`src/rtl/hilo_muldiv_ctrl.sv`:
```
// hilo_muldiv_ctrl: EX-stage owner of the HI/LO pair. It sequences MT*/MF*,
// the internal multi-cycle multiplier and an external iterative divider
// through a start/annul/ready handshake. {HI,LO} is committed once per
// completed instruction.
module hilo_muldiv_ctrl #(
    parameter int          MUL_STAGES = 2,      // multiply latency, legal 1..4
    parameter logic [63:0] HILO_RST   = 64'h0
) (
    input  logic        clk,
    input  logic        rst,
    input  logic        valid_i,
    input  logic        flush_i,
    input  logic [7:0]  op_i,
    input  logic [31:0] a_i,
    input  logic [31:0] b_i,
    output logic        stall_o,
    output logic [31:0] mf_data_o,
    output logic [31:0] hi_o,
    output logic [31:0] lo_o,
    output logic        div_start_o,
    output logic        div_signed_o,
    output logic        div_annul_o,
    output logic [31:0] div_opa_o,
    output logic [31:0] div_opb_o,
    input  logic [63:0] div_result_i,
    input  logic        div_ready_i
);

    // EXE_*_OP encodings shared with the decoder
    localparam logic [7:0] EXE_MFHI_OP  = 8'b0001_0000;
    localparam logic [7:0] EXE_MTHI_OP  = 8'b0001_0001;
    localparam logic [7:0] EXE_MFLO_OP  = 8'b0001_0010;
    localparam logic [7:0] EXE_MTLO_OP  = 8'b0001_0011;
    localparam logic [7:0] EXE_MULT_OP  = 8'b0001_1000;
    localparam logic [7:0] EXE_MULTU_OP = 8'b0001_1001;
    localparam logic [7:0] EXE_DIV_OP   = 8'b0001_1010;
    localparam logic [7:0] EXE_DIVU_OP  = 8'b0001_1011;

    localparam logic [2:0] MUL_CNT_INIT = 3'(MUL_STAGES - 1);

    typedef enum logic [1:0] {
        S_IDLE,
        S_MUL,
        S_DIV_BUSY,
        S_DIV_DONE
    } state_t;

    state_t      state_q, state_d;
    logic [31:0] hi_q, lo_q, hi_d, lo_d;
    logic        hi_we, lo_we;
    logic [2:0]  cnt_q, cnt_d;

    logic [31:0] mul_a_q, mul_b_q;
    logic        mul_sgn_q, mul_ld;
    logic [31:0] div_a_q, div_b_q;
    logic        div_sgn_q, div_ld;

    logic        go;
    logic        op_is_mult;
    logic [63:0] prod_now, prod_lat;

    // Signed and unsigned share one 64x64 multiply: sign-extending to 64 bits
    // gives the correct low 64 bits of a signed product.
    function automatic logic [63:0] mul64(input logic [31:0] a, input logic [31:0] b,
                                          input logic sgn);
        logic [63:0] ae, be;
        ae = sgn ? {{32{a[31]}}, a} : {32'h0, a};
        be = sgn ? {{32{b[31]}}, b} : {32'h0, b};
        return ae * be;
    endfunction

    assign go         = valid_i & ~flush_i;
    assign op_is_mult = (op_i == EXE_MULT_OP) || (op_i == EXE_MULTU_OP);
    assign prod_now   = mul64(a_i, b_i, op_i == EXE_MULT_OP);
    assign prod_lat   = mul64(mul_a_q, mul_b_q, mul_sgn_q);

    assign hi_o = hi_q;
    assign lo_o = lo_q;

    // Next-state, HI/LO write enables and divider handshake
    always_comb begin
        state_d      = state_q;
        cnt_d        = cnt_q;
        hi_d         = hi_q;
        lo_d         = lo_q;
        hi_we        = 1'b0;
        lo_we        = 1'b0;
        mul_ld       = 1'b0;
        div_ld       = 1'b0;
        stall_o      = 1'b0;
        div_start_o  = 1'b0;
        div_signed_o = 1'b0;
        div_annul_o  = 1'b0;
        div_opa_o    = 32'h0;
        div_opb_o    = 32'h0;

        case (state_q)
            S_IDLE, S_DIV_DONE: begin
                // DIV_DONE lasts one cycle so the divider sees start drop
                if (state_q == S_DIV_DONE) state_d = S_IDLE;
                if (go) begin
                    if (op_i == EXE_MTHI_OP) begin
                        hi_we = 1'b1;
                        hi_d  = a_i;
                    end else if (op_i == EXE_MTLO_OP) begin
                        lo_we = 1'b1;
                        lo_d  = a_i;
                    end else if (op_is_mult) begin
                        if (MUL_STAGES == 1) begin
                            hi_we = 1'b1;
                            lo_we = 1'b1;
                            hi_d  = prod_now[63:32];
                            lo_d  = prod_now[31:0];
                        end else begin
                            mul_ld  = 1'b1;
                            cnt_d   = MUL_CNT_INIT;
                            state_d = S_MUL;
                            stall_o = 1'b1;
                        end
                    end else if ((op_i == EXE_DIV_OP) || (op_i == EXE_DIVU_OP)) begin
                        stall_o = 1'b1;
                        if (state_q == S_IDLE) begin
                            div_start_o  = 1'b1;
                            div_signed_o = (op_i == EXE_DIV_OP);
                            div_opa_o    = a_i;
                            div_opb_o    = b_i;
                            div_ld       = 1'b1;
                            state_d      = S_DIV_BUSY;
                        end
                        // from DIV_DONE: hold and issue from IDLE next cycle
                    end
                end
            end
            S_MUL: begin
                if (cnt_q <= 3'd1) begin
                    hi_we   = 1'b1;
                    lo_we   = 1'b1;
                    hi_d    = prod_lat[63:32];
                    lo_d    = prod_lat[31:0];
                    state_d = S_IDLE;
                end else begin
                    stall_o = 1'b1;
                    cnt_d   = cnt_q - 3'd1;
                end
            end
            S_DIV_BUSY: begin
                div_start_o  = 1'b1;
                div_signed_o = div_sgn_q;
                div_opa_o    = div_a_q;
                div_opb_o    = div_b_q;
                stall_o      = ~div_ready_i;
                if (div_ready_i) begin
                    hi_we   = 1'b1;
                    lo_we   = 1'b1;
                    hi_d    = div_result_i[63:32];
                    lo_d    = div_result_i[31:0];
                    state_d = S_DIV_DONE;
                end
            end
            default: state_d = S_IDLE;
        endcase

        // flush kills the instruction and anything in flight, including a
        // divider result arriving in the same cycle
        if (flush_i) begin
            hi_we   = 1'b0;
            lo_we   = 1'b0;
            mul_ld  = 1'b0;
            div_ld  = 1'b0;
            stall_o = 1'b0;
            state_d = S_IDLE;
            if (state_q == S_DIV_BUSY) begin
                div_annul_o = 1'b1;
                div_start_o = 1'b0;
            end
        end

        // keep every control output quiet while reset is held
        if (rst) begin
            stall_o      = 1'b0;
            div_start_o  = 1'b0;
            div_signed_o = 1'b0;
            div_annul_o  = 1'b0;
            div_opa_o    = 32'h0;
            div_opb_o    = 32'h0;
        end
    end

    // MF read path: committed registers only, no bypass of same-cycle MT*
    always_comb begin
        mf_data_o = 32'h0;
        if (valid_i && !rst) begin
            if (op_i == EXE_MFHI_OP)      mf_data_o = hi_q;
            else if (op_i == EXE_MFLO_OP) mf_data_o = lo_q;
        end
    end

    // State and multiply countdown
    always_ff @(posedge clk or posedge rst) begin
        if (rst) begin
            state_q <= S_IDLE;
            cnt_q   <= 3'd0;
        end else begin
            state_q <= state_d;
            cnt_q   <= cnt_d;
        end
    end

    // HI/LO commit
    always_ff @(posedge clk or posedge rst) begin
        if (rst) begin
            hi_q <= HILO_RST[63:32];
            lo_q <= HILO_RST[31:0];
        end else begin
            if (hi_we) hi_q <= hi_d;
            if (lo_we) lo_q <= lo_d;
        end
    end

    // Multiplier operand stage; product is formed from these while in MUL
    always_ff @(posedge clk or posedge rst) begin
        if (rst) begin
            mul_a_q   <= 32'h0;
            mul_b_q   <= 32'h0;
            mul_sgn_q <= 1'b0;
        end else if (mul_ld) begin
            mul_a_q   <= a_i;
            mul_b_q   <= b_i;
            mul_sgn_q <= (op_i == EXE_MULT_OP);
        end
    end

    // Divider operand latches keep the handshake stable while EX changes
    always_ff @(posedge clk or posedge rst) begin
        if (rst) begin
            div_a_q   <= 32'h0;
            div_b_q   <= 32'h0;
            div_sgn_q <= 1'b0;
        end else if (div_ld) begin
            div_a_q   <= a_i;
            div_b_q   <= b_i;
            div_sgn_q <= (op_i == EXE_DIV_OP);
        end
    end

endmodule

```
`config.mk`:
```
export PLATFORM = sky130hd
export DESIGN_NAME = hilo_muldiv_ctrl
export DESIGN_NICKNAME = d
export VERILOG_FILES = /design/src/rtl/hilo_muldiv_ctrl.sv
export SDC_FILE = /design/constraint.sdc
export NUM_CORES = 2
export LEC_CHECK = 0
export BUFFER_PORTS_ARGS = -buffer_cell sky130_fd_sc_hd__clkbuf_2
export CORE_MARGIN = 5
export CORE_UTILIZATION = 65
export CTS_CLUSTER_SIZE = 10
export DETAILED_ROUTE_END_ITERATION = 10
export PLACE_DENSITY = 0.91
export SYNTH_ARGS = -nofsm -noshare
export SYNTH_HDL_FRONTEND = slang
export SYNTH_SLANG_ARGS = --single-unit
```
`constraint.sdc`:
```
create_clock -name clk -period 10.4 [get_ports clk]
set_input_delay 1.56 -clock clk [delete_from_list [all_inputs] [get_ports clk]]
set_output_delay 1.56 -clock clk [all_outputs]
set_load 0.05 [all_outputs]
```
Word-level counts from Yosys, hierarchy flattened
Cells that the tools add are included.
{ "word_totals": {"elab_cells": 147, "n_memories": 0, "ramBits": 0, "latch_bits": 0, "in_bits": 141, "romBits": 0, "ff_bits": 199} }
{ "op_classes": {"shifts": 0, "n_addsub": 1, "multipliers": 1, "n_bitwise": 3, "reduce_logical": 11, "n_div": 0, "eq_ne": 22, "n_lt_le_gt_ge": 1, "n_mux": 98} }
{ "op_table": {"columns": ["cell", "n"], "rows": [
  ["$mux W32", 26],
  ["$pmux W32 S3", 2],
  ["$mux W64", 2],
  ["$pmux W32 S2", 2],
  ["$eq A8 B5 Y1 const B", 8],
  ["$mul A64 B64 Y64", 1],
  ["$mux W1", 44],
  ["$mux W2", 10],
  ["$ne A2 B2 Y1 const B", 9],
  ["$mux W3", 5],
  ["$reduce_and A6 Y1", 2],
  ["$pmux W1 S3", 3],
  ["$ne A3 B3 Y1 const B", 2],
  ["$pmux W2 S3", 1],
  ["$pmux W3 S2", 1],
  ["$reduce_and A5 Y1", 1],
  ["$eq A2 B2 Y1 const B", 2],
  ["$pmux W1 S2", 2],
  ["$le A3 B1 Y1 const B", 1],
  ["$sub A3 B1 Y3 const B", 1],
  ["$eq A2 B1 Y1 const B", 1],
  ["$logic_not A2 Y1", 1],
  ["$logic_or A1 B1 Y1", 2],
  ["$not A1 Y1", 2],
  ["other kinds (6)", 6]
]} }

Depth between registers and ports, before layout
{ "depth": {"ltp_word": 11, "depth_mapped": 35, "mapped_depth_nobuf": 33} }

Worst setup path before layout
OpenSTA, ideal clock, no wires.
{ "synth_path": {"path_type": "register to register", "start": "reg mul_a_q[31]", "end": "reg hi_q[29] (netlist: hi_o[29])", "path_stages_with_launch": 34, "setup_time_ns": 0.128, "n_path_buf": 3, "setup_slack_ns": 1.132, "period_less_slack_ns": 9.268, "arrival_time_ns": 9.141, "cell_sequence": "dfrtp_1 > and2_1 > clkbuf_1 > clkbuf_1 > nand2_1 > inv_1 > fa_1 > inv_1 > fa_1 > inv_1 > fa_1 > inv_1 > fa_1 > inv_1 > fa_1 > fa_1 > fa_1 > fa_1 > fa_1 > inv_1 > fa_1 > inv_1 > ha_1 > clkbuf_1 > a21oi_1 > o21ai_0 > a21oi_1 > o21ai_0 > a211o_1 > a21oi_1 > nor2_1 > a2111oi_0 > xor2_1 > o22ai_1"} }
{ "synth_via": {"elab_chain_len": 4} }
{ "synth_lines": {"columns": ["item", "line", "source"], "rows": [
  ["from (decl)", "53", "logic [31:0] mul_a_q, mul_b_q;"],
  ["from (signal assigned)", "227", "mul_a_q <= a_i;"],
  ["$mux W64", "67", "ae = sgn ? {{32{a[31]}}, a} : {32'h0, a};"],
  ["$mul A64 B64 Y64", "69", "return ae * be;"],
  ["$mux W32", "135", "if (cnt_q <= 3'd1) begin"],
  ["$pmux W32 S3", "97", "case (state_q)"],
  ["to (signal assigned)", "212", "hi_q <= HILO_RST[63:32];"],
  ["to (signal assigned)", "215", "if (hi_we) hi_q <= hi_d;"],
  ["to (decl)", "49", "logic [31:0] hi_q, lo_q, hi_d, lo_d;"]
]} }
No other way between the ends. The select of a mux whose other input is x is not followed.
A chain may end at the register's enable or synchronous reset.

Worst setup path after layout
{ "layout_path": {"start": "reg mul_a_q[17]", "end": "reg hi_q[13] (netlist: hi_o[13])"} }
Same word-level chain as after synthesis.

==> impl_results.md <==
* Post-DR wirelength/cell at 24.4 µm
* Final setup vio count at 0
* Area delta synth->final at 5.83%
* Sw frac at 0.481
* Clock-pin slew on the worst setup and hold paths at 90 ps
* Hold WC Path Type: register to register
* Setup_tns at 0 ps
* Largest family of logic cells by synthesized area: adder cells
* Most common cell after layout, fill and taps aside: inv_1
* Final ANT Viol Nets at 0
* Synth Cell Area at 58000 µm²
* Antenna violations before repair at 22
* Worst path required time at 10810 ps
* Full die area at 95300 µm²
* Top cells by area, synth: fa_1, inv_1, dfrtp_1
* Sequential-to-total area share from yosys stat at 0.0859
* RSZ-0062 raised after global routing: no
* Leak at 32.9 nW
* Grt ovf at 0
* Area share of xor/xnor cells in the synthesized design at 0.0168
* Clock power frac at 0.248
* Boundary Pins at 305
* Vias at 46.2k
* Most frequent cells in the layout: inv_1, fa_1, nand2_1
* Critical path arrival at 10620 ps
* Crit path capture type: register
* DR iter-0 viols at 5410
* Die width at 309 µm
* First-pass GRT wire length at 290 mm
* Post-synth EDFFs at 0
* Library cells used by synthesis at 76
* Ys flop type: dfrtp_1
* Adder-cell share of the synthesized area at 0.558
* Fin crit share at 0.982
* Status: completed
* Kind of critical path: register to register
* Async set-reset flop share out of synthesis at 1.00
* Internal Power at 1.48 mW
* R2R depth at 28
* WHS Path Cells at 2
* Port buffer count at 304
* Placed instance area at 60800 µm²
* Total track usage at 0.401
* Worst clock skew at 22.0 ps
* WHS Endpoint: div_a_q[24]$_DFFE_PP0P_
* Clk sink count at 199
* R2R Setup Slk at 190 ps
* CTS tree: done
* Pin count of the biggest net entering global routing at 91
* CP max-delay cell: dfrtp_1
* P_sw at 1.37 mW
* Final nets at 8281
* Routed Wire Length at 185 mm
* Yosys warnings at 0
* Root Buffer: clkbuf_16
* Post-CTS setup buffer count at 0
* Share of cells above drive strength 1 at 0.0879
* Post-layout minimum cycle time at 10210 ps
* Slew headroom at 0.0520
* Routability cong. at 1.02
* Hold_sp: div_a_q[24]$_DFFE_PP0P_
* CP max stage delay at 1300 ps
* Top-area cell type share of the netlist area at 0.490
* Combinational share of power at 0.377
* Inst Count DP at 7553
* Design Area, Final at 61400 µm²
* Flops & latches, synth at 199
* Post-Synth Simple-Gate Area at 0.147
* Yosys top cell by area: fa_1
* Core Util, Final at 0.693
* PostCTS Resize Cnt at 0
* Die Y-Extent at 309 µm
* H-Tree Depth at 4
* Maximum vdd drop at 0.000177 V
* Cells after Synth at 6295
* R2R Path Start: mul_a_q[17]$_DFFE_PP0P_
* Core Rows at 109
* Mux contribution to synthesized area at 0.0138
* Crit Path Max Fanout at 17
* Sequential fraction of design power at 0.375
* Drt first pass iters at 9
* Finished Layout Cells at 7597
* Critical Path Source Type: register
* Post-DR vias/cell at 6.08
* Cell Pwr Density at 46.6 nW/µm²
* R2R Path End: hi_o[13]$_DFFE_PP0P_
* Drt drc at 0
* Post-CTS Hold Fix Bufs at 0
* Most used cell, CP: fa_1
* Max_cap viols at 0
* CTS buffer count at 17
* Syn nets at 8169
* Vias in the first global route at 50.7k
* Core Footprint at 88500 µm²
* Fin. max-slew vios at 0
* Synth Area in Compound Gates at 0.0559
* Clock Tree Buf Depth at 2
* Measured slew at the worst slew-check pin at 1420 ps
* DP Wirelength at 154 mm
* Initial Util at 0.655
* Clk_lat worst skew at 480 ps
* Hold Violations, Final at 0
* Syn avg cell area at 9.21 µm²
* Fmax at 97.9 MHz
==> worst max-delay path, delay by kind of cell (launching register included) <==
family / cells / cell delay [ps]
adder cells (fa/ha/maj): 11 / 5110
flip-flops: 1 / 1300
buffers and inverters: 7 / 900
multiplexers: 1 / 320
AO/OA/AOI/OAI: 6 / 1700
AND/OR/NAND/NOR: 3 / 800
==> per-layer routing <==
layer	wire, µm	track usage
met3	25200	0.130
met4	15600	0.256
met2	81300	0.600
met5	59	0
met1	63100	0.509
==> per-stage QoR <==
stage	total power [mW]	hold slack, ps	setup slack [ps]
6_report	2.86	481	186
5_1_grt	2.94	496	38.3
4_1_cts	2.81	482	553
3_5_place_dp	2.11	463	620
3_3_place_gp	2.08	457	670
2_1_floorplan	1.66	446	1130
==> power by group through the flow <==
stage / clock network [mW] / logic (mW) / registers, mW
after detailed placement: 0 / 1.05 / 1.07
final: 0.708 / 1.08 / 1.07
after floorplan: 0 / 0.423 / 1.24
after CTS: 0.702 / 1.05 / 1.06
after global routing: 0.735 / 1.13 / 1.07
after global placement: 0 / 1.02 / 1.07
==> flip-flops by register name (all words and copies together), names as in the netlist, 2 cells and up <==
register / cells
cnt_q: 3
div_a_q: 32
div_b_q: 32
hi_o: 32
lo_o: 32
mul_a_q: 32
mul_b_q: 32
state_q: 2
==> worst max path at each step <==
| stage | from | end | slack, ps | depth (start not counted) |
|---|---|---|---|---|
| final | mul_a_q[17]$_DFFE_PP0P_ | hi_o[13]$_DFFE_PP0P_ | 190 | 28 |
| after global routing | mul_a_q[17]$_DFFE_PP0P_ | hi_o[12]$_DFFE_PP0P_ | 40 | 29 |
| after global placement | mul_a_q[17]$_DFFE_PP0P_ | hi_o[12]$_DFFE_PP0P_ | 670 | 29 |
| after detailed placement | mul_a_q[17]$_DFFE_PP0P_ | hi_o[20]$_DFFE_PP0P_ | 620 | 30 |
| after CTS | mul_a_q[17]$_DFFE_PP0P_ | hi_o[20]$_DFFE_PP0P_ | 550 | 30 |
| after floorplan | mul_a_q[31]$_DFFE_PP0P_ | hi_o[29]$_DFFE_PP0P_ | 1130 | 33 |
==> cell usage after synthesis, types with 21 or more instances <==
master,count
a211oi_1,21
a21o_1,47
a21oi_1,201
a22oi_1,37
and2_1,583
and3_1,32
clkbuf_1,305
dfrtp_1,199
fa_1,1419
ha_1,314
inv_1,1541
mux2_2,65
nand2_1,935
nor2_1,139
o21ai_0,42
o31ai_1,38
xnor2_1,84
xor2_1,27
==> cells by family after synthesis <==
kind of cell,after synthesis
AOI/OAI and AO/OA,502
xor gates and xnor gates,111
adders and majority gates,1736
buffers and inverters,1880
DFF,199
muxes,72
and+or+nand+nor,1795
==> final cells by class <==
| type | instances | area, µm² |
|---|---|---|
| multi-input cells | 4216 | 46000 |
| fillers | 6129 | 27100 |
| inverters | 1542 | 5800 |
| flip-flops and latches | 199 | 4980 |
| repair buffers | 431 | 2520 |
| well taps | 1165 | 1460 |
| clock buffers | 18 | 439 |
| clock inverters | 13 | 145 |
| diodes | 13 | 32.5 |
Note: power is estimated with default switching activity, not from simulation.
